==> config.mk <==
export PLATFORM = sky130hd
export DESIGN_NAME = hbus_arbiter
export DESIGN_NICKNAME = d
export VERILOG_FILES = /design/src/rtl/hbus_pkg.sv /design/src/rtl/hbus_rr_pick.sv /design/src/rtl/hbus_arbiter.sv
export SDC_FILE = /design/constraint.sdc
export NUM_CORES = 1
export LEC_CHECK = 0
export ABC_AREA = 1
export BUFFER_PORTS_ARGS = -buffer_cell sky130_fd_sc_hd__buf_2
export CORE_UTILIZATION = 51
export CTS_BUF_LIST = sky130_fd_sc_hd__clkbuf_8
export CTS_CLUSTER_SIZE = 8
export DETAILED_ROUTE_END_ITERATION = 6
export PLACE_DENSITY = 0.87
export SYNTH_ARGS = -nofsm -noshare
export SYNTH_HDL_FRONTEND = slang
export SYNTH_SLANG_ARGS = --single-unit
==> constraint.sdc <==
create_clock -name clk -period 2.23 [get_ports clk]
set_input_delay 0.1115 -clock clk [delete_from_list [all_inputs] [get_ports clk]]
set_output_delay 0.1115 -clock clk [all_outputs]
set_load 0.01 [all_outputs]
==> src/rtl/hbus_pkg.sv <==
// Shared types and widths for the hbus arbiter and its round-robin picker.
package hbus_pkg;

    localparam int ADDR_W = 8;
    localparam int DATA_W = 8;
    localparam int CNT_W  = 4;

    typedef logic [ADDR_W-1:0] hbus_addr_t;
    typedef logic [DATA_W-1:0] hbus_data_t;

    typedef enum logic [1:0] {
        IDLE   = 2'd0,
        ACCESS = 2'd1,
        DONE   = 2'd2
    } hbus_arb_state_e;

    // Width of a requester index; never narrower than one bit.
    function automatic int idx_width(input int n);
        return (n > 1) ? $clog2(n) : 1;
    endfunction

endpackage

==> src/rtl/hbus_rr_pick.sv <==
// Combinational round-robin picker: the first set request at or after
// index (i_last+1), wrapping around to index 0.
module hbus_rr_pick
    import hbus_pkg::*;
#(
    parameter int NREQ  = 2,
    parameter int IDX_W = idx_width(NREQ)
) (
    input  logic [NREQ-1:0]  i_req,
    input  logic [IDX_W-1:0] i_last,
    output logic [NREQ-1:0]  o_winner,
    output logic [IDX_W-1:0] o_idx,
    output logic             o_valid
);

    logic [NREQ-1:0] w_mask;
    logic [NREQ-1:0] w_hi;
    logic [NREQ-1:0] w_src;

    // Prefer requests above the last winner; otherwise wrap to the lowest set bit.
    always_comb begin
        w_mask   = '0;
        o_idx    = '0;
        o_winner = '0;
        for (int i = 0; i < NREQ; i++) begin
            w_mask[i] = (i > int'(i_last));
        end
        w_hi  = i_req & w_mask;
        w_src = (|w_hi) ? w_hi : i_req;
        for (int i = NREQ - 1; i >= 0; i--) begin
            if (w_src[i]) begin
                o_idx = IDX_W'(i);
            end
        end
        o_winner[o_idx] = |i_req;
    end

    assign o_valid = |i_req;

endmodule

==> src/rtl/hbus_arbiter.sv <==
// Round-robin arbiter sharing one hbus memory port among NREQ requesters.
// Each grant runs a fixed MEM_LAT-cycle access, then a one-cycle done pulse.
//
//   state  | meaning
//   -------+-----------------------------------------------------------
//   IDLE   | no grant; pick a winner and latch its request
//   ACCESS | mem_en high, counter runs down from MEM_LAT-1 to 0
//   DONE   | done pulse for the winner, grant still held, update last
module hbus_arbiter
    import hbus_pkg::*;
#(
    parameter int NREQ    = 2,
    parameter int MEM_LAT = 2
) (
    input  logic                         clk,
    input  logic                         rst,
    input  logic [NREQ-1:0]              req,
    input  logic [NREQ-1:0]              we,
    input  logic [NREQ-1:0][ADDR_W-1:0]  addr,
    input  logic [NREQ-1:0][DATA_W-1:0]  wdata,
    output logic [NREQ-1:0]              gnt,
    output logic [NREQ-1:0]              done,
    output logic [DATA_W-1:0]            rdata,
    output logic                         mem_en,
    output logic                         mem_we,
    output logic [ADDR_W-1:0]            mem_addr,
    output logic [DATA_W-1:0]            mem_wdata,
    input  logic [DATA_W-1:0]            mem_rdata
);

    localparam int               IDX_W    = idx_width(NREQ);
    localparam logic [CNT_W-1:0] CNT_LOAD = CNT_W'(MEM_LAT - 1);

    hbus_arb_state_e  r_state, w_state_nxt;
    logic [CNT_W-1:0] r_cnt, w_cnt_nxt;
    logic [NREQ-1:0]  r_gnt, w_gnt_nxt;
    logic [NREQ-1:0]  r_done, w_done_nxt;
    logic [IDX_W-1:0] r_idx, w_idx_nxt;
    logic [IDX_W-1:0] r_last, w_last_nxt;
    hbus_data_t       r_rdata, w_rdata_nxt;
    logic             r_we;
    hbus_addr_t       r_addr;
    hbus_data_t       r_wdata;
    logic             w_latch;
    logic             w_access;

    logic [NREQ-1:0]  w_pick_oh;
    logic [IDX_W-1:0] w_pick_idx;
    logic             w_pick_vld;

    hbus_rr_pick #(
        .NREQ  (NREQ),
        .IDX_W (IDX_W)
    ) u_pick (
        .i_req    (req),
        .i_last   (r_last),
        .o_winner (w_pick_oh),
        .o_idx    (w_pick_idx),
        .o_valid  (w_pick_vld)
    );

    // State register; reset aborts any transaction in flight.
    always_ff @(posedge clk) begin
        if (rst) begin
            r_state <= IDLE;
        end else begin
            r_state <= w_state_nxt;
        end
    end

    // Next-state and next-value decode for grant, counter, done and read data.
    always_comb begin
        w_state_nxt = r_state;
        w_cnt_nxt   = r_cnt;
        w_gnt_nxt   = r_gnt;
        w_done_nxt  = '0;
        w_idx_nxt   = r_idx;
        w_last_nxt  = r_last;
        w_rdata_nxt = r_rdata;
        w_latch     = 1'b0;
        unique case (r_state)
            IDLE: begin
                if (w_pick_vld) begin
                    w_gnt_nxt   = w_pick_oh;
                    w_idx_nxt   = w_pick_idx;
                    w_latch     = 1'b1;
                    w_cnt_nxt   = CNT_LOAD;
                    w_state_nxt = ACCESS;
                end
            end
            ACCESS: begin
                if (r_cnt == '0) begin
                    if (!r_we) begin
                        w_rdata_nxt = mem_rdata;
                    end
                    w_done_nxt  = r_gnt;
                    w_state_nxt = DONE;
                end else begin
                    w_cnt_nxt = r_cnt - 1'b1;
                end
            end
            DONE: begin
                w_last_nxt  = r_idx;
                w_gnt_nxt   = '0;
                w_state_nxt = IDLE;
            end
            default: begin
                w_gnt_nxt   = '0;
                w_state_nxt = IDLE;
            end
        endcase
    end

    // Control and datapath registers; requester inputs are only sampled on a grant.
    always_ff @(posedge clk) begin
        if (rst) begin
            r_cnt   <= '0;
            r_gnt   <= '0;
            r_done  <= '0;
            r_idx   <= '0;
            r_last  <= IDX_W'(NREQ - 1);
            r_rdata <= '0;
            r_we    <= 1'b0;
            r_addr  <= '0;
            r_wdata <= '0;
        end else begin
            r_cnt   <= w_cnt_nxt;
            r_gnt   <= w_gnt_nxt;
            r_done  <= w_done_nxt;
            r_idx   <= w_idx_nxt;
            r_last  <= w_last_nxt;
            r_rdata <= w_rdata_nxt;
            if (w_latch) begin
                r_we    <= we[w_pick_idx];
                r_addr  <= addr[w_pick_idx];
                r_wdata <= wdata[w_pick_idx];
            end
        end
    end

    // Memory strobes follow the state; write enable is gated so it never
    // lingers outside an access.
    assign w_access  = (r_state == ACCESS);
    assign mem_en    = w_access;
    assign mem_we    = w_access & r_we;
    assign mem_addr  = r_addr;
    assign mem_wdata = r_wdata;

    assign gnt   = r_gnt;
    assign done  = r_done;
    assign rdata = r_rdata;

endmodule

==> impl_metrics.toml <==
[outcome]
outcome = "complete, no violations"

[die]
io_pins = 76
die_area_um2 = 3390
fp-row-count = 20
fp.dieH_um = 58.3
core_area_um2 = 3030
initial_utilization_pct = 53.3
die_w_um = 58.3

[synthesis]
synth_cell_types = 22
syn-instance-count = 230
synth_top_area_cell = "dfxtp_1"
syn_avg_cell_area_um2 = 7.02
synth_seq_cells = 37
yosysSeqAreaShare_pct = 45.9
synth_edf_count = 0
synth.most_common_cell = "nand2_1"
syn_nets = 278
synth_commonest_cells = "nand2_1 (89), dfxtp_1 (37), nor2_1 (31)"
synth_flop_cell = "dfxtp_1"
synth_area_leaders = "dfxtp_1 (46%), nand2_1 (21%), nor2_1 (7.2%), a21oi_1 (4.0%), nand3_1 (3.4%)"
yosysWarnings = 0
yosysTopAreaCellShare_pct = 45.9
syn_area_um2 = 1610
async_flop_share_pct = 0

[layout]
final_layout_size_suffix_gt1_share_pct = 30.2
diodes = 0
final_cells = 349
n_fill_cell = 280
layout.nets = 353
area_growth_pct = 28.6

[worst_setup_path]
crit_family = "simple AND/OR/NAND/NOR gates"
cp_max_fo = 16
critPathLaunchType = "register"
endpoint_kind = "register"
critPathMaxStageDelay_ns = 0.32
critPathBufInv = 1
crit_top_cell = "nand3_1"
critPathSlowestCell = "dfxtp_1"
crit_chain = "nand2_1 -> nand2_2 -> inv_2 -> nor2_1 -> nand3_1 -> nand3_1"
worstPathArrival_ns = 1.66
required_ns = 2.46
crit_type = "reg -> reg"

[global_route]
antenna_found_initial = 0
first_global_vias = 1491
grt.overflow.total = 0
grt_max_degree = 23
grt_pass1_wl_mm = 6.17
grt_usage_pct = 24.3

[timing]
period_needed_ns = 1.43
worst_pin_slew_ns = 0.519
finalSetupTns_ns = 0
clock_skew_ns = 0.00244
rsz0062_at_grt = "no"
hold_violations = 0
setup_viol = 0
min_period_over_period_pct = 64.1
max_freq_mhz = 699
slew_headroom_pct = 65.3
maxSlewViolCount = 0

[pwr]
clkPwrFrac_pct = 26.7
power_switching_uw = 542
power.internal_uw = 1160
seqPwrFrac_pct = 46.6
switching_share_pct = 31.9
p_total_uw = 1700
pwr-share-comb_pct = 26.6
p_leak_uw = 0.00109
pwr_density_cell_nw_per_um2 = 819
peakVddDrop_uv = 397

[drt]
firstDrtPassIters = 5
wl_per_cell_um = 10.7
antenna_left = 0
wl_mm = 3.75
viasPerCell = 4.83
drt_iter0_drc = 48
drcViolationCount = 0
vias = 1686

[clock_network]
cts_setup_buffers = 0
cts_tree = "yes"
cts_made_buffers = 5
cts.repair.resized = 0
cts_root_buffer = "clkbuf_8"
insertion_delay_ns = 0.28
clock-sinks = 37
htreeDepth = 2
hold_buffers = 0
clk_path_buf_depth = 2
clk_pin_slew_ns = 0.07

[placement]
numPortBuffers = 75
place_hpwl_mm = 2.82
gp_congestion = 0.802
dpl.cell_count = 342

[job]
maxCapViolations = 0

[min_path]
hold_class = "in -> reg"
[worst register-to-register path, cell delays in order, from the launching register on]
cell and delay, ns:
dfxtp_1 0.32, nand2_1 0.06, nand2_2 0.25, inv_2 0.20, nor2_1 0.29, nand3_1 0.15, nand3_1 0.11
[per-stage QoR]
stage | setup slack [ns] | util [%] | cell area, um^2 | hold WS [ns]
global route | 0.646 | 68.6 | 2080 | 0.0485
detailed placement | 0.820 | 65.7 | 1990 | 0.323
CTS | 0.803 | 68.6 | 2080 | 0.0213
floorplan | 1.11 | - | 1610 | 0.225
finish | 0.800 | 68.6 | 2080 | 0.0302
global placement | 0.928 | 65.7 | 1990 | 0.320
[layout make-up]
type / instances / area, um^2 / share of cell area, %
multi-input cells: 170 / 756 / 36.4
repair buffers: 75 / 375 / 18.1
clock inverters: 1 / 3.75 / 0.181
clock buffers: 6 / 82.6 / 3.98
inverters: 16 / 62.6 / 3.01
flip-flops and latches: 37 / 741 / 35.7
well taps: 44 / 55.1 / 2.65
[kinds of logic (layout without fill, tap and decap cells)]
kind of cell,after synthesis,in the layout,synth area share [%]
simple gates,142,142,36.4
flops,37,37,45.9
compound gates,26,26,8.91
buf+inv,23,98,7.29
fa+ha+maj,2,2,1.55
[final timing paths]
path	slack [ns]	start	endpoint	depth (start not counted)
setup / recovery	0.80	r_last	mem_addr[4]	6
hold / removal	0.03	addr[14]	mem_addr[6]	3
setup reg to reg	0.80	r_last	mem_addr[4]	6
hold reg to reg	0.46	mem_wdata[4]	mem_wdata[4]	2
[state kept, by name (all words and copies together) (netlist names), 2 cells and up]
register and count:
mem_addr 8, mem_wdata 8, rdata 8, r_cnt 4, done 2, gnt 2
r_state 2
[layer usage]
layer | vias up | wire length, um | share of wire (%) | global-route usage [%]
met4 | 0 | 133 | 3.5 | 16.0
met1 | 748 | 1600 | 43 | 27.9
met2 | 57 | 1810 | 48 | 40.1
li1 | 867 | - | - | -
met3 | 14 | 200 | 5.3 | 5.80
met5 | - | 0 | 0 | 0
[power groups by stage]
stage / Sequential (uW) / Clock, uW / Combinational, uW
after floorplan: 832 / 0 / 282
after global placement: 805 / 0 / 442
after detailed placement: 806 / 0 / 452
after CTS: 793 / 468 / 454
after global routing: 802 / 487 / 514
final: 793 / 454 / 453
[placed cells by master, fill, tap and decap left out]
master / n
a21oi_1: 13
buf_2: 75
clkbuf_8: 6
dfxtp_1: 37
ha_1: 2
inv_1: 14
inv_2: 2
inv_4: 1
nand2_1: 89
nand2_2: 2
nand3_1: 11
nand3_2: 1
nor2_1: 31
nor2_2: 1
nor2_4: 2
nor3_1: 4
nor3_2: 1
o21ai_0: 11
o21ai_4: 1
o31ai_1: 1
Note: power is estimated with default switching activity, not from simulation.
